[src/rtl/pattern_sequencer_pkg.sv]
// pattern_sequencer_pkg
//   Shared types and constants for the VGA pattern sequencer.
//   Contents: PATTERN_OFF code, FSM state encoding, pending-request encoding,
//   frame counter width and the wrapping step helper.
package pattern_sequencer_pkg;

   localparam logic [3:0] PATTERN_OFF = 4'h0;
   localparam int         FRAME_CNT_W = 16;

   typedef enum logic [1:0] {
      ST_IDLE  = 2'd0,
      ST_RUN   = 2'd1,
      ST_HOLD  = 2'd2,
      ST_BLANK = 2'd3
   } seq_state_t;

   typedef enum logic [1:0] {
      PEND_NONE = 2'd0,
      PEND_NEXT = 2'd1,
      PEND_PREV = 2'd2
   } pend_t;

   // One step up or down inside [first, last], wrapping at both ends.
   function automatic logic [3:0] step_pattern(input logic [3:0] cur,
                                               input logic       up,
                                               input logic [3:0] first,
                                               input logic [3:0] last);
      logic [3:0] res;
      if (up) res = (cur >= last)  ? first : cur + 4'd1;
      else    res = (cur <= first) ? last  : cur - 4'd1;
      return res;
   endfunction

endpackage

[src/rtl/pattern_sequencer_if.sv]
// pattern_sequencer_if
//   Bundles the sequencer's sync/request inputs and pattern outputs.
//   slave  : the sequencer (consumes VSync/requests, drives pattern outputs)
//   master : the surrounding logic (drives VSync/requests, observes outputs)
//   Signals: i_VSync, i_Next, i_Prev, i_Auto_En, o_Pattern[3:0],
//            o_Pattern_Change, o_Frame_Count[15:0]
interface pattern_sequencer_if;
   import pattern_sequencer_pkg::*;

   logic                   i_VSync;
   logic                   i_Next;
   logic                   i_Prev;
   logic                   i_Auto_En;
   logic [3:0]             o_Pattern;
   logic                   o_Pattern_Change;
   logic [FRAME_CNT_W-1:0] o_Frame_Count;

   modport slave (
      input  i_VSync, i_Next, i_Prev, i_Auto_En,
      output o_Pattern, o_Pattern_Change, o_Frame_Count
   );

   modport master (
      output i_VSync, i_Next, i_Prev, i_Auto_En,
      input  o_Pattern, o_Pattern_Change, o_Frame_Count
   );

endinterface

[src/rtl/pattern_sequencer_vsync_edge_detect.sv]
// pattern_sequencer_vsync_edge_detect
//   Registers VSync and flags its falling edge (end of the visible frame).
//   Ports: i_Clk, i_Rst (async, active-high), i_VSync,
//          o_Frame_Boundary (high for the one cycle where r_VSync=1, i_VSync=0)
module pattern_sequencer_vsync_edge_detect (
   input  logic i_Clk,
   input  logic i_Rst,
   input  logic i_VSync,
   output logic o_Frame_Boundary
);

   logic r_VSync;

   always_ff @(posedge i_Clk or posedge i_Rst) begin
      if (i_Rst) r_VSync <= 1'b0;
      else       r_VSync <= i_VSync;
   end

   assign o_Frame_Boundary = r_VSync & ~i_VSync;

endmodule

[src/rtl/pattern_sequencer.sv]
// pattern_sequencer
//   Selects the VGA test pattern. Cycles FIRST_PATTERN..NUM_PATTERNS-1 every
//   FRAMES_PER_PATTERN frames (auto) or on Next/Prev pulses (manual); every
//   change lands on a frame boundary (VSync falling edge) so frames never tear.
//   Ports: i_Clk, i_Rst (async, active-high), bus (pattern_sequencer_if.slave)
//   Optional: define PATTERN_SEQ_BLANK_EN to insert one black frame per step.
module pattern_sequencer
   import pattern_sequencer_pkg::*;
#(
   parameter int NUM_PATTERNS       = 7,
   parameter int FIRST_PATTERN      = 1,
   parameter int FRAMES_PER_PATTERN = 60
) (
   input  logic                i_Clk,
   input  logic                i_Rst,
   pattern_sequencer_if.slave  bus
);

   localparam logic [3:0]             FIRST_PAT = 4'(FIRST_PATTERN);
   localparam logic [3:0]             LAST_PAT  = 4'(NUM_PATTERNS - 1);
   localparam logic [FRAME_CNT_W-1:0] CNT_LAST  = FRAME_CNT_W'(FRAMES_PER_PATTERN - 1);
   localparam logic [FRAME_CNT_W-1:0] CNT_MAX   = '1;

   logic                   fb;
   seq_state_t             state, state_n;
   pend_t                  pending, pending_n;
   logic [3:0]             pattern, pattern_n;
   logic                   change, change_n;
   logic [FRAME_CNT_W-1:0] cnt, cnt_n;
   logic                   consume;
   logic [3:0]             step_to;
   logic                   do_step;
   seq_state_t             mode_st;

   pattern_sequencer_vsync_edge_detect u_edge (
      .i_Clk            (i_Clk),
      .i_Rst            (i_Rst),
      .i_VSync          (bus.i_VSync),
      .o_Frame_Boundary (fb)
   );

   assign mode_st = bus.i_Auto_En ? ST_RUN : ST_HOLD;

`ifdef PATTERN_SEQ_BLANK_EN
   logic [3:0] target, target_n;
   always_ff @(posedge i_Clk or posedge i_Rst) begin
      if (i_Rst) target <= PATTERN_OFF;
      else       target <= target_n;
   end
`endif

   // Main FSM: decides the pattern, counter and state for the edge ending an FB.
   always_comb begin
      state_n   = state;
      pattern_n = pattern;
      cnt_n     = cnt;
      change_n  = 1'b0;
      consume   = 1'b0;
      do_step   = 1'b0;
      step_to   = pattern;
`ifdef PATTERN_SEQ_BLANK_EN
      target_n  = target;
`endif
      if (fb) begin
         case (state)
            ST_IDLE: begin
               // First frame after reset: come up on FIRST_PATTERN, drop any request.
               pattern_n = FIRST_PAT;
               change_n  = 1'b1;
               cnt_n     = '0;
               consume   = 1'b1;
               state_n   = mode_st;
            end
            ST_RUN, ST_HOLD: begin
               // A manual request outranks the auto advance.
               if (pending != PEND_NONE) begin
                  consume = 1'b1;
                  do_step = 1'b1;
                  step_to = step_pattern(pattern, pending == PEND_NEXT, FIRST_PAT, LAST_PAT);
               end else if (state == ST_RUN && cnt == CNT_LAST) begin
                  do_step = 1'b1;
                  step_to = step_pattern(pattern, 1'b1, FIRST_PAT, LAST_PAT);
               end else begin
                  cnt_n   = (cnt == CNT_MAX) ? cnt : cnt + 1'b1;
                  state_n = mode_st;
               end
            end
`ifdef PATTERN_SEQ_BLANK_EN
            ST_BLANK: begin
               // Requests seen during the black frame stay pending for the next FB.
               pattern_n = target;
               change_n  = 1'b1;
               cnt_n     = '0;
               state_n   = mode_st;
            end
`endif
            default: state_n = ST_IDLE;
         endcase

         if (do_step) begin
            change_n = 1'b1;
            cnt_n    = '0;
`ifdef PATTERN_SEQ_BLANK_EN
            pattern_n = PATTERN_OFF;
            target_n  = step_to;
            state_n   = ST_BLANK;
`else
            pattern_n = step_to;
            state_n   = mode_st;
`endif
         end
      end
   end

   // Pending request: a pulse in the FB cycle itself lands after the clear,
   // so it survives to the next FB. Simultaneous Next+Prev cancel out.
   always_comb begin
      pending_n = consume ? PEND_NONE : pending;
      if (bus.i_Next && !bus.i_Prev)      pending_n = PEND_NEXT;
      else if (bus.i_Prev && !bus.i_Next) pending_n = PEND_PREV;
   end

   always_ff @(posedge i_Clk or posedge i_Rst) begin
      if (i_Rst) begin
         state   <= ST_IDLE;
         pending <= PEND_NONE;
         pattern <= PATTERN_OFF;
         change  <= 1'b0;
         cnt     <= '0;
      end else begin
         state   <= state_n;
         pending <= pending_n;
         pattern <= pattern_n;
         change  <= change_n;
         cnt     <= cnt_n;
      end
   end

   assign bus.o_Pattern        = pattern;
   assign bus.o_Pattern_Change = change;
   assign bus.o_Frame_Count    = cnt;

endmodule
[src/flat_wrapper.sv]
// flat-port wrapper written by rule: the top's interface ports become plain ports
module pattern_sequencer_flat import pattern_sequencer_pkg::*;
#(
   parameter int NUM_PATTERNS       = 7,
   parameter int FIRST_PATTERN      = 1,
   parameter int FRAMES_PER_PATTERN = 60
)
  (i_Clk, i_Rst, bus_i_VSync, bus_i_Next, bus_i_Prev, bus_i_Auto_En, bus_o_Pattern, bus_o_Pattern_Change, bus_o_Frame_Count);
  pattern_sequencer_if bus_i ();
  input  logic i_Clk;
  input  logic i_Rst;
  input wire logic [$bits(bus_i.i_VSync)-1:0] bus_i_VSync;
  input wire logic [$bits(bus_i.i_Next)-1:0] bus_i_Next;
  input wire logic [$bits(bus_i.i_Prev)-1:0] bus_i_Prev;
  input wire logic [$bits(bus_i.i_Auto_En)-1:0] bus_i_Auto_En;
  output wire logic [$bits(bus_i.o_Pattern)-1:0] bus_o_Pattern;
  output wire logic [$bits(bus_i.o_Pattern_Change)-1:0] bus_o_Pattern_Change;
  output wire logic [$bits(bus_i.o_Frame_Count)-1:0] bus_o_Frame_Count;
  assign bus_i.i_VSync = bus_i_VSync;
  assign bus_i.i_Next = bus_i_Next;
  assign bus_i.i_Prev = bus_i_Prev;
  assign bus_i.i_Auto_En = bus_i_Auto_En;
  assign bus_o_Pattern = bus_i.o_Pattern;
  assign bus_o_Pattern_Change = bus_i.o_Pattern_Change;
  assign bus_o_Frame_Count = bus_i.o_Frame_Count;
  pattern_sequencer #(.NUM_PATTERNS(NUM_PATTERNS), .FIRST_PATTERN(FIRST_PATTERN), .FRAMES_PER_PATTERN(FRAMES_PER_PATTERN)) u_core (.i_Clk(i_Clk), .i_Rst(i_Rst), .bus(bus_i));
endmodule
[config.mk]
export PLATFORM = sky130hd
export DESIGN_NAME = pattern_sequencer_flat
export DESIGN_NICKNAME = d
export VERILOG_FILES = /design/src/rtl/pattern_sequencer_pkg.sv /design/src/rtl/pattern_sequencer_if.sv /design/src/rtl/pattern_sequencer_vsync_edge_detect.sv /design/src/rtl/pattern_sequencer.sv /design/src/flat_wrapper.sv
export SDC_FILE = /design/constraint.sdc
export NUM_CORES = 1
export LEC_CHECK = 0
export CORE_MARGIN = 4
export CORE_UTILIZATION = 35
export CTS_BUF_LIST = sky130_fd_sc_hd__clkbuf_4 sky130_fd_sc_hd__clkbuf_8
export CTS_CLUSTER_DIAMETER = 80
export DETAILED_ROUTE_END_ITERATION = 10
export PLACE_DENSITY = 0.57
export SYNTH_ARGS = -nofsm -noshare
export SYNTH_HDL_FRONTEND = slang
export SYNTH_HIERARCHICAL = 1
export SYNTH_SLANG_ARGS = --single-unit
[constraint.sdc]
create_clock -name i_Clk -period 2.5 [get_ports i_Clk]
set_clock_uncertainty 0.15 [all_clocks]
set_input_delay 0.5 -clock i_Clk [delete_from_list [all_inputs] [get_ports i_Clk]]
set_output_delay 0.5 -clock i_Clk [all_outputs]
set_load 0.05 [all_outputs]
==> run metrics, run 1 <==
CTS Buffer Depth=2; Reg2Reg Launch Point=u_core/state[0]; Cell variety after synth=42; Synth top cells by count=dfrtp_1 (26), a31oi_1 (20), nand2_1 (13); initial antenna violation count=0; via count=1526; synthesized area=about 0.0017 mm2; # IOs=27; Max VDD drop=233 uV; Skew-Pair Late Insertion Delay=around 280 ps; Ys Warns=6; H-tree Lvls=1; Yosys top cell by area=dfrtp_1; clock root buffer=clkbuf_8; Worst Tran Pin Value=503 ps; crit path max-delay cell type=clkdlybuf4s50_1; DP Area=a little under 0.002 mm2; layout net count=between 200 and 250; most common cell in the synthesized netlist=dfrtp_1; PwrDens=about 890 mW/mm2; kind of critical path=flop to output pin; status=completed; placed insts=256; Hold WC Path Type=input pin to async pin; global-route wire length before repair=~7100 um; Crit path largest cell delay=roughly 860 ps; Main synth FF type=dfrtp_1; Cells after Synth=about 180; Worst-path clk slew=about 100 ps; Critical Path Stages=1; Crit Path Max Fanout=9; FFs w/ async S/R, synth=100%; Vias per Instance=between 5 and 6; syn avg cell area=just over 9 um2; Pre-antenna DRT Iters=4; grt total ovfl=0; Die Width=just under 80 um; final hold slack=between 200 and 250 ps; fin area=~0.0020 mm2; Core Area=approximately 0.0045 mm2; Synthesized Nets=197; Routed WL=around 4100 um; Final Non-Filler Cells=260; Synth top area share=39.2%; kind of cell adding the most delay to the critical path=buffers and inverters; GPL Wtd Cong=around 0.84; largest net degree at the start of global routing=26; Remaining DRCs=0; relative slew slack=~66%; Setup crit start kind=flop; min Tclk post-route=~2300 ps; CP Cell Sequence=clkdlybuf4s50_1; Antenna Violating Nets Remaining=0; Setup crit end kind=output pin; Post-synth EDFFs=0; sequential element share of the synthesized area=between 30% and 40%; DP Wirelength=just under 3000 um; total power=1.81 mW; register bit total from synthesis=26; n_diodes=0; full die area=about 0.0059 mm2; CP startpoint=u_core/bus.o_Frame_Count[8]; P&R area growth vs syn=22.6%; Wirelength per Cell=15.9 um; # setup viols final=0; Final Util=a little under half; PostCTS Resize Cnt=0; R2R depth=6; TNS Setup=0 ps; Slew Viols, Final=0; CP Capture Point=bus_o_Frame_Count[8]; Arr. time, crit path=between 1500 and 2000 ps; Synth area leaders=dfrtp_1 (39%), a31oi_1 (7.5%), ha_1 (6.0%); Leak=a little under 0.9 nW; Chip Height=76.8 um; Worst Path Buf+Inv=1; vias in the first global route=~1500; fin crit share=91.8%; fmax=436 MHz; clock buffer count from CTS=3; Starting Density=between 30% and 40%; postcts setup bufs=0; r2r setup slk=approximately 290 ps; All-Layer GR Usage=between 10% and 20%; IO Port Bufs=26; Sink Count=26; Post-Place Worst Slack=186 ps; Critical Path RT=~1900 ps; fraction of layout cells with a size suffix above 1=~6.7%; CTS tree=done; Reg-to-Reg End=u_core/bus.o_Frame_Count[8]; RSZ-0062 raised after global routing=false; number of core rows=24; Final Hold Fails=0; Setup WS post-layout=around 200 ps; initial DRC count=119; post-cts hold buffer count=0; max_cap viols=0
==> cell families after synthesis <==
kind of cell,share of synthesized area (%)
AOI/OAI and AO/OA,29.1
and+or+nand+nor,19.7
DFF,39.2
buffers and inverters,4.75
adders and majority gates,6.04
muxes,1.21
==> cell usage in the layout, fill, tap and decap left out, types with 3 or more instances in the layout <==
master / count
and3_1: 4
ha_1: 8
clkbuf_8: 3
nor2_1: 8
a21oi_1: 11
nand3_1: 9
a31o_2: 3
nor2b_1: 6
a31oi_1: 20
dfrtp_1: 26
nand2_1: 13
a41oi_1: 4
a21o_1: 7
and2_1: 3
buf_4: 3
o21ai_0: 11
and4_1: 3
o21a_1: 4
inv_1: 9
nor3_1: 3
clkdlybuf4s50_1: 26
==> registers in the layout, summed over array words and instances (netlist names) <==
name and cells:
u_core/bus.o_Frame_Count 16, u_core/bus.o_Pattern_Change 1, u_core/u_edge/r_VSync 1, u_core/bus.o_Pattern 4, u_core/pending 2, u_core/state 2
==> how the worst min path moves through the flow <==
stage,start,to,slack (ps),depth (start not counted)
5_1_grt,i_Rst,u_core/u_edge/r_VSync,220,2
3_5_place_dp,u_core/bus.o_Frame_Count[11],u_core/bus.o_Frame_Count[11],370,1
4_1_cts,i_Rst,u_core/u_edge/r_VSync,220,2
6_report,i_Rst,u_core/u_edge/r_VSync,220,2
2_1_floorplan,i_Rst,u_core/u_edge/r_VSync,80,1
3_3_place_gp,u_core/bus.o_Frame_Count[9],u_core/bus.o_Frame_Count[9],370,1
==> metal layers <==
layer / track usage [%] / up-vias / share of wire (%)
met4: 4.89 / 0 / 1.3
met5: 0 / - / 0
met2: 22.5 / 30 / 45
met3: 2.58 / 6 / 3.7
li1: - / 751 / -
met1: 20.3 / 739 / 50
==> area by class of cell <==
| class | count | area, um2 |
|---|---|---|
| clock buffers | 3 | 41.3 |
| clock inverters | 1 | 30.0 |
| fillers | 426 | 2440 |
| inverters | 9 | 33.8 |
| multi-input cells | 140 | 928 |
| flip-flops and latches | 26 | 651 |
| well taps | 52 | 65.1 |
| repair buffers | 29 | 283 |
==> report_power, final <==
group / switching (mW) / internal, mW
Combinational: 0.508 / 0.312
Clock: 0.148 / 0.215
Sequential: 0.127 / 0.495
Note: power is estimated with default switching activity, not from simulation.
==> inputs of run 2 (changes only) <==
--- a/config.mk
+++ b/config.mk
@@ -6,11 +6,11 @@
 export NUM_CORES = 1
 export LEC_CHECK = 0
 export CORE_MARGIN = 4
-export CORE_UTILIZATION = 35
+export CORE_UTILIZATION = 30
 export CTS_BUF_LIST = sky130_fd_sc_hd__clkbuf_4 sky130_fd_sc_hd__clkbuf_8
 export CTS_CLUSTER_DIAMETER = 80
 export DETAILED_ROUTE_END_ITERATION = 10
-export PLACE_DENSITY = 0.57
+export PLACE_DENSITY = 0.51
 export SYNTH_ARGS = -nofsm -noshare
 export SYNTH_HDL_FRONTEND = slang
 export SYNTH_HIERARCHICAL = 1
==> run metrics, run 2 (same netlist as run 1, synthesis figures left out) <==
status=completed; RSZ-0062 raised after global routing=false; Setup crit start kind=flop; Routed WL=4100 um; Reg2Reg Launch Point=u_core/bus.o_Frame_Count[0]; most frequent cells in the layout=clkdlybuf4s50_1 (26), dfrtp_1 (26), a31oi_1 (20); Skew-Pair Late Insertion Delay=about 270 ps; fmax=around 430 MHz; number of core rows=26; initial DRC count=approximately 80; max reg flops=16; Hold WC Path Type=input pin to async pin; global-route wire length before repair=around 6900 um; Die Width=about 80 um; PwrDens=slightly below 900 mW/mm2; CP Cell Sequence=clkdlybuf4s50_1; Leak=just under 0.9 nW; relative slew slack=65.9%; Vias per Instance=5.48; Pre-antenna DRT Iters=4; grt peak-use layer=met2; via count=approximately 1500; P_int=between 1 and 1.5 mW; clock buffer count from CTS=3; Starting Density=a little under a third; Slew Viols, Final=0; r2r setup slk=around 300 ps; Chip Height=around 80 um; met3 usage=1.84%; Crit path largest cell delay=~860 ps; met2 usage=19.1%; n_diodes=0; vias in the first global route=between 1000 and 1500; switching pwr=between 0.7 and 0.8 mW; fin crit share=92.3%; Remaining DRCs=0; kind of cell adding the most delay to the critical path=buffers and inverters; GPL Wtd Cong=around 0.85; total power=roughly 1.8 mW; TNS Setup=0 ps; CP startpoint=u_core/bus.o_Frame_Count[8]; post-cts hold buffer count=0; Wirelength per Cell=approximately 15 um; postcts setup bufs=0; layout net count=roughly 230; CTS tree=done; kind of critical path=flop to output pin; R2R depth=6; # setup viols final=0; Max VDD drop=roughly 390 uV; min Tclk post-route=between 2000 and 2500 ps; Seq pwr share=34.2%; H-tree Lvls=1; combinational power share=45.9%; Core Area=between 0.005 and 0.006 mm2; Worst Tran Pin Value=~510 ps; clock network power share=between 20% and 30%; Reg-to-Reg End=u_core/bus.o_Frame_Count[14]; Crit Path Max Fanout=9; CTS Buffer Depth=2; # IOs=27; crit path max-delay cell type=clkdlybuf4s50_1; Worst-path clk slew=100 ps; Critical Path RT=roughly 1900 ps; PostCTS Resize Cnt=0; Worst Path Buf+Inv=1; grt total ovfl=0; P&R area growth vs syn=25.3%; max_cap viols=0; Antenna Violating Nets Remaining=0; fraction of layout cells with a size suffix above 1=~8.1%; clock root buffer=clkbuf_8; Net Sw Frac=approximately 43%; largest net degree at the start of global routing=26; Final Hold Fails=0; Arr. time, crit path=~1700 ps; IO Port Bufs=26; Sink Count=26; DP Wirelength=a little over 3000 um; Setup crit end kind=output pin; GRT met1 Usage=a little under a fifth; initial antenna violation count=0; All-Layer GR Usage=13.1%; full die area=slightly below 0.007 mm2
[run 2: power by group through the flow]
stage	clock network (mW)	registers (mW)	logic, mW
6_report	0.358	0.614	0.824
3_3_place_gp	0	0.621	0.825
5_1_grt	0.388	0.634	0.901
3_5_place_dp	0	0.623	0.827
4_1_cts	0.370	0.614	0.831
2_1_floorplan	0	0.819	0.363
[run 2: layout make-up]
| class | count | area, um2 |
|---|---|---|
| Inverter | 9 | 33.8 |
| Clock inverter | 1 | 30.0 |
| Tap cell | 70 | 87.6 |
| Sequential cell | 26 | 651 |
| Clock buffer | 3 | 41.3 |
| Fill cell | 524 | 3160 |
| Multi-Input combinational cell | 140 | 928 |
| Timing Repair Buffer | 32 | 305 |
[run 2: worst max path at each step]
stage	endpoint	slack, ps	cells after the start
floorplan	u_core/bus.o_Frame_Count[14]	200	6
global placement	u_core/bus.o_Pattern[2]	260	7
detailed placement	u_core/bus.o_Pattern[2]	260	7
CTS	bus_o_Frame_Count[8]	190	1
global route	bus_o_Frame_Count[8]	140	1
finish	bus_o_Frame_Count[8]	190	1
[run 2: worst register-to-register path: stages, from the launching register on]
cell,delay [ps]
dfrtp_1,430
ha_1,240
and4_1,320
and4_1,330
nand3_1,150
or3_1,330
o211ai_1,180
[run 2: per-stage QoR]
| step | std cells | worst slack (ps) | util (%) | hold WS, ps | area (um2) |
|---|---|---|---|---|---|
| 3_5_place_dp | 277 | 262 | 38.3 | 382 | 2010 |
| 5_1_grt | 281 | 136 | 39.7 | 276 | 2080 |
| 3_3_place_gp | 277 | 265 | 38.3 | 380 | 2010 |
| 2_1_floorplan | 183 | 201 | - | 78.7 | 1660 |
| 6_report | 281 | 192 | 39.7 | 274 | 2080 |
| 4_1_cts | 281 | 186 | 39.7 | 274 | 2080 |
[run 2: per-layer routing]
metal  vias to the layer above  wire length (um)
met5                         -                 0
met4                         0                76
met3                         6               150
met2                        36              1820
met1                       745              2050
li1                        754                 -
==> inputs of run 3 (changes only) <==
--- a/config.mk
+++ b/config.mk
@@ -10,6 +10,7 @@
 export CTS_BUF_LIST = sky130_fd_sc_hd__clkbuf_4 sky130_fd_sc_hd__clkbuf_8
 export CTS_CLUSTER_DIAMETER = 80
 export DETAILED_ROUTE_END_ITERATION = 10
+export GPL_TIMING_DRIVEN = 0
 export PLACE_DENSITY = 0.51
 export SYNTH_ARGS = -nofsm -noshare
 export SYNTH_HDL_FRONTEND = slang
==> run metrics, run 3 (same netlist as run 1, synthesis figures left out) <==
status=completed; Setup crit start kind=input pin; # setup viols final=0; Slew Viols, Final=0; Max VDD drop=roughly 400 uV; Reg-to-Reg End=u_core/bus.o_Frame_Count[11]; Fillers=between 500 and 600; Pre-antenna DRT Iters=4; PwrDens=roughly 830 mW/mm2; postcts setup bufs=0; post-cts hold buffer count=0; Routed WL=4150 um; CP Cell Sequence=clkdlybuf4s50_1 -> nor2b_4 -> clkbuf_1 -> o21a_1 -> clkbuf_1 -> a31oi_1; P&R area growth vs syn=24.5%; DP Wirelength=2960 um; n_diodes=0; Starting Density=31.7%; Wirelength per Cell=roughly 15 um; RSZ-0062 raised after global routing=false; most frequent cells in the layout=clkdlybuf4s50_1 (26), dfrtp_1 (26), a31oi_1 (20); R2R depth=8; Post-Place Worst Slack=-89.9 ps; crit path max-delay cell type=clkdlybuf4s50_1; # IOs=27; Reg2Reg Launch Point=u_core/state[0]; Worst-path clk slew=approximately 100 ps; Worst Tran Pin Value=between 1000 and 1500 ps; GPL Wtd Cong=between 0.8 and 0.9; Sink Count=26; Vias per Instance=about 5.4; Critical Path RT=2490 ps; H-tree Lvls=1; fmax=438 MHz; fin crit share=91.4%; CTS Buffer Depth=2; Skew-Pair Late Insertion Delay=between 200 and 300 ps; IO Port Bufs=26; max_cap viols=0; vias in the first global route=~1400; Leak=just under 0.9 nW; Remaining DRCs=0; Setup WS post-layout=between 200 and 250 ps; number of core rows=26; CTS tree=done; Core Area=0.00524 mm2; layout net count=approximately 230; Crit path largest cell delay=~460 ps; initial antenna violation count=0; grt total ovfl=0; total power=between 1.5 and 2 mW; full die area=0.00678 mm2; clock buffer count from CTS=3; min Tclk post-route=~2300 ps; Final Hold Fails=0; Arr. time, crit path=between 2000 and 2500 ps; fraction of layout cells with a size suffix above 1=around 8.0%; Setup crit end kind=flop; largest net degree at the start of global routing=26; via count=1527; relative slew slack=between 30% and 40%; Antenna Violating Nets Remaining=0; Hold WC Path Type=input pin to async pin; global-route wire length before repair=between 7000 and 8000 um; PostCTS Resize Cnt=0; Crit Path Max Fanout=10; kind of critical path=input pin to flop; clock root buffer=clkbuf_8; initial DRC count=116; area of the multi-input gates=a little over 900 um2; FF+latch area=651 um2; Die Width=between 80 and 90 um; All-Layer GR Usage=between 10% and 20%; cell mode on critical path=clkbuf_1; r2r setup slk=between 200 and 300 ps; Chip Height=between 80 and 90 um; max reg flops=16
## run 3: cell types whose count changed in the layout (fill, tap and decap cells not counted), sizes merged
cell    before  now
buf          6    4
bufinv       1    0
clkbuf       3    8
## run 3: how the worst max path moves through the flow
stage                                      from                      endpoint  slack (ps)  cells after the start
floorplan           u_core/bus.o_Frame_Count[0]  u_core/bus.o_Frame_Count[14]         200                      6
global placement                    bus_i_VSync  u_core/bus.o_Frame_Count[10]        -120                      6
detailed placement                  bus_i_VSync  u_core/bus.o_Frame_Count[10]         -90                      6
CTS                             u_core/state[0]  u_core/bus.o_Frame_Count[10]          50                      7
global route                        bus_i_VSync   u_core/bus.o_Frame_Count[9]          20                      6
finish                              bus_i_VSync  u_core/bus.o_Frame_Count[10]         210                      6
## run 3: critical path: cells and delay by family
| kind | cells | cell delay [ps] |
|---|---|---|
| compound gates | 2 | 400 |
| simple gates | 1 | 160 |
| buf+inv | 3 | 1220 |
## run 3: layer usage
| metal | share of wire (%) | global-route usage, % |
|---|---|---|
| met1 | 51 | 20.6 |
| met2 | 42 | 18.6 |
| met3 | 5.3 | 1.63 |
| met4 | 1.6 | 5.48 |
| met5 | 0 | 0 |
## run 3: metrics by stage
step           util [%]  TNS, ps  hold WS [ps]  std cells  cell area, um2
5_1_grt            39.4        0           287        283            2060
3_3_place_gp       38.3     -813           389        279            2010
3_5_place_dp       38.3     -802           382        279            2010
6_report           39.4        0           262        283            2060
4_1_cts            39.3        0           276        283            2060
2_1_floorplan         -        0          78.7        183            1660
## run 3: final cells by class
| class | instances | area share (%) |
|---|---|---|
| Multi-Input combinational cell | 140 | 45.2 |
| Sequential cell | 26 | 31.5 |
| Timing Repair Buffer | 26 | 12.6 |
| Tap cell | 70 | 4.24 |
| Clock buffer | 4 | 2.67 |
| Buffer | 8 | 2.18 |
| Inverter | 9 | 1.64 |
## run 3: where the power goes
part	internal [mW]	leakage, nW	switching, mW	total [mW]
logic	0.305	0.507	0.509	0.814
registers	0.495	0.338	0.111	0.606
clock network	0.141	0.0288	0.143	0.285
total	0.942	0.874	0.764	1.71
